## config.mk

```make
export PLATFORM = sky130hd
export DESIGN_NAME = generator_pwm_motor
export DESIGN_NICKNAME = d
export VERILOG_FILES = /design/src/rtl/generator_pwm_motor.sv
export SDC_FILE = /design/constraint.sdc
export NUM_CORES = 1
export LEC_CHECK = 0
export ABC_AREA = 1
export ABC_CLOCK_PERIOD_IN_PS = 2250
export BUFFER_PORTS_ARGS = -buffer_cell sky130_fd_sc_hd__buf_2
export CORE_AREA = 2 2 69 119
export CTS_CLUSTER_SIZE = 20
export DETAILED_ROUTE_END_ITERATION = 12
export DIE_AREA = 0 0 71 121
export GPL_TIMING_DRIVEN = 0
export PLACE_DENSITY = 0.64
export SYNTH_ARGS = -nofsm -noshare
export SYNTH_HDL_FRONTEND = slang
export SYNTH_SLANG_ARGS = --single-unit
export TNS_END_PERCENT = 1
```

## constraint.sdc

```tcl
create_clock -name clk -period 2.25 [get_ports clk]
set_input_delay 0.45 -clock clk [delete_from_list [all_inputs] [get_ports clk]]
set_output_delay 0.45 -clock clk [all_outputs]
set_load 0.005 [all_outputs]
```

## src/rtl/generator_pwm_motor.sv

```systemverilog
// Dual H-bridge PWM stage: shared period counter, wrap-latched duties, per-channel dead-time FSM.
// Optional soft start on entering RUN is compiled in with `define PORNIRE_LINA_EN.
module generator_pwm_motor #(
  parameter int unsigned PERIOD      = 1000,
  parameter int unsigned DEAD_CYCLES = 50
`ifdef PORNIRE_LINA_EN
  ,
  parameter int unsigned RAMP_STEP   = 25
`endif
) (
  input  logic        clk,
  input  logic        rst_n,
  input  logic [1:0]  directie_driverA,
  input  logic [1:0]  directie_driverB,
  input  logic [11:0] factor_dc_driverA,
  input  logic [11:0] factor_dc_driverB,
  output logic        pwm_a,
  output logic        pwm_b,
  output logic        in1_a,
  output logic        in2_a,
  output logic        in1_b,
  output logic        in2_b,
  output logic        perioada_tick,
  output logic        mort_activ
);

  localparam int unsigned CntW  = $clog2(PERIOD);
  localparam int unsigned DeadW = (DEAD_CYCLES > 1) ? $clog2(DEAD_CYCLES) : 1;

  typedef enum logic [1:0] {StStop, StDead, StRun, StBrake} ch_state_e;

  logic [CntW-1:0] cnt_q, cnt_d;
  logic            wrap;
  logic            tick_q;
  logic            mort_q;

  assign wrap  = (cnt_q == CntW'(PERIOD - 1));
  assign cnt_d = wrap ? '0 : cnt_q + CntW'(1);

  always_ff @(posedge clk or negedge rst_n) begin
    if (!rst_n) begin
      cnt_q  <= '0;
      tick_q <= 1'b0;
    end else begin
      cnt_q  <= cnt_d;
      tick_q <= (cnt_d == CntW'(PERIOD - 1));
    end
  end

  logic [1:0]  dir_in  [2];
  logic [11:0] duty_in [2];
  logic [1:0]  pwm_v, in1_v, in2_v, dead_nxt;

  assign dir_in[0]  = directie_driverA;
  assign dir_in[1]  = directie_driverB;
  assign duty_in[0] = factor_dc_driverA;
  assign duty_in[1] = factor_dc_driverB;

  for (genvar c = 0; c < 2; c++) begin : g_ch
    ch_state_e        st_q, st_d;
    logic [1:0]       app_q, app_d;
    logic [DeadW-1:0] dead_q, dead_d;
    logic [11:0]      duty_sat, duty_q, duty_eff;
    logic             cmp_q;
    logic             pwm_c, in1_c, in2_c;

    // Anything at or above PERIOD is stored as PERIOD so the compare is always true.
    assign duty_sat = (duty_in[c] >= 12'(PERIOD)) ? 12'(PERIOD) : duty_in[c];

    always_comb begin
      st_d   = st_q;
      app_d  = app_q;
      dead_d = dead_q;
      if (st_q == StDead) begin
        // Input changes while dead are ignored; only the value at expiry is applied.
        if (dead_q == DeadW'(DEAD_CYCLES - 1)) begin
          app_d  = dir_in[c];
          dead_d = '0;
          case (dir_in[c])
            2'b10, 2'b01: st_d = StRun;
            2'b11:        st_d = StBrake;
            default:      st_d = StStop;
          endcase
        end else begin
          dead_d = dead_q + DeadW'(1);
        end
      end else if (dir_in[c] != app_q) begin
        st_d   = StDead;
        dead_d = '0;
      end
    end

    always_comb begin
      pwm_c = 1'b0;
      in1_c = 1'b0;
      in2_c = 1'b0;
      unique case (st_q)
        StRun: begin
          pwm_c = cmp_q;
          in1_c = app_q[1];
          in2_c = app_q[0];
        end
        StBrake: begin
          pwm_c = 1'b1;
          in1_c = 1'b1;
          in2_c = 1'b1;
        end
        default: ;
      endcase
    end

`ifdef PORNIRE_LINA_EN
    logic [11:0] ramp_q, ramp_d;
    logic [12:0] ramp_sum;

    always_comb begin
      ramp_sum = {1'b0, ramp_q} + 13'(RAMP_STEP);
      ramp_d   = ramp_q;
      if (st_q == StDead && st_d == StRun) begin
        ramp_d = '0;
      end else if (wrap) begin
        ramp_d = (ramp_sum >= {1'b0, duty_sat}) ? duty_sat : ramp_sum[11:0];
      end
    end

    always_ff @(posedge clk or negedge rst_n) begin
      if (!rst_n) begin
        ramp_q <= '0;
      end else begin
        ramp_q <= ramp_d;
      end
    end

    // A lowered target wins over the ramp at once.
    assign duty_eff = (ramp_q < duty_q) ? ramp_q : duty_q;
`else
    assign duty_eff = duty_q;
`endif

    always_ff @(posedge clk or negedge rst_n) begin
      if (!rst_n) begin
        st_q   <= StStop;
        app_q  <= 2'b00;
        dead_q <= '0;
        duty_q <= '0;
        cmp_q  <= 1'b0;
      end else begin
        st_q   <= st_d;
        app_q  <= app_d;
        dead_q <= dead_d;
        if (wrap) begin
          duty_q <= duty_sat;
        end
        cmp_q  <= (12'(cnt_q) < duty_eff);
      end
    end

    assign pwm_v[c]    = pwm_c;
    assign in1_v[c]    = in1_c;
    assign in2_v[c]    = in2_c;
    assign dead_nxt[c] = (st_d == StDead);
  end

  // Built from next state so the flag lines up exactly with the DEAD cycles.
  always_ff @(posedge clk or negedge rst_n) begin
    if (!rst_n) begin
      mort_q <= 1'b0;
    end else begin
      mort_q <= |dead_nxt;
    end
  end

  assign pwm_a         = pwm_v[0];
  assign pwm_b         = pwm_v[1];
  assign in1_a         = in1_v[0];
  assign in2_a         = in2_v[0];
  assign in1_b         = in1_v[1];
  assign in2_b         = in2_v[1];
  assign perioada_tick = tick_q;
  assign mort_activ    = mort_q;

endmodule
```

Word-level counts from Yosys, hierarchy flattened:

Index checks and enable logic that the tools add are counted.

* word-level logic and storage cells: 70
* bits in registers: 58
* output and inout bits: 8
* input port bits: 30

* reduce and logical (&&, ||, !) cells: 7
* mux-type cells: 23
* add/subtract/negate cells: 3
* equality and inequality tests: 20
* order comparisons: 4

Operator list (count)
* $mux 6: 6
* $ge 12x10->1 const B: 2
* $lt 10x12->1: 2
* $mux 12: 2
* $eq 10x10->1 const B: 2
* $eq 2x2->1 const B: 8
* $add 6x1->6 const B: 2
* $eq 2x1->1 const B: 6
* $eq 6x6->1 const B: 2
* $mux 2: 6
* $pmux 1 s2: 6
* $add 10x1->10 const B: 1
* $mux 10: 1
* $pmux 2 s2: 2
* $reduce_or 2->1: 3
* $ne 2x2->1: 2
* $reduce_and 2->1: 2
* $reduce_bool 2->1: 2

Depth between registers and ports, before layout:

* depth in word-level cells: 7
* mapped depth: 11
* gate-level depth less buffers: 11

Worst setup path before layout:

OpenSTA, ideal clock, no wires.

* path type: register to register
* start: reg cnt_q[1]
* end: reg g_ch[1].duty_q[4]
* buffers on the path: 1
* arrival time: 1.282 ns
* setup slack: 0.823 ns
* library setup time: 0.145 ns
* required time: 2.105 ns
* cell stages (with the launch flop): 8
* clock period less this slack: 1.427 ns
* path through: dfrtp_1 ha_1 nand2_2 nor2_4 nand2_4 inv_4 buf_4 o22ai_2

* longest elaborated chain between the ends: 1

RTL lines
* start: declaration: line 32 `logic [CntW-1:0] cnt_q, cnt_d;`
* start signal: assignment: line 45 `cnt_q <= cnt_d;`
* $eq 10x10->1: line 37 `assign wrap = (cnt_q == CntW'(PERIOD - 1));`
* end signal: assignment: line 152 `duty_q <= duty_sat;`
* end: declaration: line 63 `logic [11:0] duty_sat, duty_q, duty_eff;`

No other way between the ends.
A chain may end at the register's enable or synchronous reset.

Worst setup path in the final report:

Ends and elaborated chain as after synthesis.

==> qor.yml <==
status: "finished clean"
power_mw: 2.68
netlist_area_mm2: 0.00326
hold_buffers: 0
rr_startpoint: "cnt_q[1]$_DFF_PN0_"
placed_cell_area_mm2: 0.00355
maxCapViolations: 0
yosysTopAreaCellShare_pct: 44.6
wl_per_cell_um: 12.2
finalMaxSlewViolations: 0
wl_um: 6650
crit_type: "reg2reg"
fin_crit_sh_pct: 75.4
dp.cells: 527
die_area_mm2: 0.00859
synth_cells: 402
finalCriticalPeriod_ns: 1.70
cts_resized: 0
place_ws_ns: 0.548
routabilityCongestion: 0.807
cp_cell_sequence: "ha_1, nand2_2, nor2_4, nand2_4, inv_4, buf_4, o22ai_2"
whs_ns: 0.180
crit_path_end_kind: "register"
finClkSkew_ns: 0.0118
final_core_util_pct: 51.1
post_cts_buffers: 0
yosys.area.top_type: "dfrtp_1"
vias: 2736
rsz0062_at_grt: "false"
rr_worst_depth: 7
io_pins: 38
die_h_um: 121
dp_hpwl_um: 5100
p_per_area_mw_per_mm2: 688
first_pass_iters: 4
core_area_mm2: 0.00762
clock_sinks: 58
cts_root_buffer: "clkbuf_16"
drtAntennaViolNets: 0
layout-drive-gt1-share_pct: 15.2
critPathSlowestCell: "dfrtp_1"
grt_pass1_wl_um: 12000
avgSynthCellArea_um2: 8.10
vdd_drop_max_uv: 544
synth_area_leaders: "dfrtp_1 45%, nand2_1 11%, ha_1 9.2%, inv_1 7.8%, nor2_1 4.5%"
fin_area_mm2: 0.00390
hold_viol: 0
r2r-end: "g_ch[1].duty_eff[4]$_DFFE_PN0N_"
port_buffers: 37
antenna_found_initial: 0
final.setup.worst_slack_ns: 0.552
layout_common_cells: "97 x nand2_1, 68 x inv_1, 58 x dfrtp_1"
fmax_mhz: 589
diodes: 0
grt_max_degree: 59
drtIter0Drc: 115
die_width_um: 71
grt_usage_pct: 17.8
path_max_fanout: 10
yosysSeqAreaShare_pct: 44.6
crit_family: "flip-flops"
cts_buffer_depth: 2
tns_ns: 0
drc: 0
crit_required_ns: 2.43
synth_cell_types: 26
critical_path_arrival_ns: 1.88
cts_tree: "done"
cts_buffers: 9
start_util_pct: 42.7
clkTransAtPathRegs_ns: 0.05
final_common_cell: "nand2_1"
p_leak_nw: 2.18
area_growth_pct: 19.7
path_buf_inv: 2
overflow: 0
syn-num-nets: 456
synth_seq_cells: 58
grt_pass1_vias: 2824
holdCritPathClass: "in2async"
critPathLaunchType: "register"
via_per_inst: 5.04
worstMarginPinSlew_ns: 0.741
setup_violations: 0
yosysWarnings: 0
max-slew-margin-rel_pct: 50.6
ff2ff_setup_slack_ns: 0.55
insertion_delay_ns: 0.33
fp-row-count: 42
stdcell_count: 543
slowest_delay_ns: 0.52
h-tree-depth: 3
fin_nets: 504
Yosys cell counts, drive strengths merged:
cell type,instances
nor2,42
ha,24
nand3,26
o22ai,14
nand3b,1
o21ai,28
nor3,2
dfrtp,58
nand4,4
buf,4
inv,69
o2111ai,2
xor2,4
a21oi,17
o31ai,2
nand2,99
xnor2,6
state kept, by name, summed over array words and instances, names as in the netlist:
name,count
cnt_q,10
g_ch.app_q,4
g_ch.cmp_q,2
g_ch.dead_q,12
g_ch.duty_eff,24
g_ch.st_q,4
mort_activ,1
perioada_tick,1
final cells by class:
| type | count | area [µm²] |
|---|---|---|
| fill | 724 | 3720 |
| sequential | 58 | 1450 |
| clock buffer | 10 | 229 |
| buffer | 4 | 35.0 |
| tap | 88 | 110 |
| multi-input combinational | 271 | 1510 |
| inverter | 69 | 262 |
| clock inverter | 6 | 115 |
| timing repair buffer | 37 | 188 |
per-layer routing:
metal / vias up / wire length [µm] / track usage (%)
li1: 1387 / - / -
met1: 1283 / 2600 / 18.3
met2: 51 / 3640 / 32.5
met3: 15 / 234 / 4.98
met4: 0 / 172 / 8.49
met5: - / 0 / 0
worst max path at each step:
stage,depth (start not counted),endpoint,from
4_1_cts,7,g_ch[1].duty_eff[4]$_DFFE_PN0N_,cnt_q[1]$_DFF_PN0_
2_1_floorplan,7,g_ch[1].duty_eff[4]$_DFFE_PN0N_,cnt_q[1]$_DFF_PN0_
5_1_grt,9,perioada_tick$_DFF_PN0_,cnt_q[1]$_DFF_PN0_
6_report,7,g_ch[1].duty_eff[4]$_DFFE_PN0N_,cnt_q[1]$_DFF_PN0_
3_5_place_dp,7,g_ch[1].duty_eff[4]$_DFFE_PN0N_,cnt_q[1]$_DFF_PN0_
3_3_place_gp,9,perioada_tick$_DFF_PN0_,cnt_q[0]$_DFF_PN0_
logic make-up (layout without fill, tap and decap cells):
family	Yosys count	count (layout)	synth area share (%)
AOI/OAI and AO/OA	63	63	12.1
xor gates and xnor gates	10	10	2.69
adders and majority gates	24	24	9.22
buffers and inverters	73	126	9.11
DFF	58	58	44.6
and+or+nand+nor	174	174	22.3
power breakdown:
part	internal, mW	switching, mW	leakage, nW
Clock	1.08	0.481	0.163
Sequential	1.04	0	0.625
Combinational	0.0260	0.0453	1.39
No activity file was read; power rests on OpenSTA's default activity.
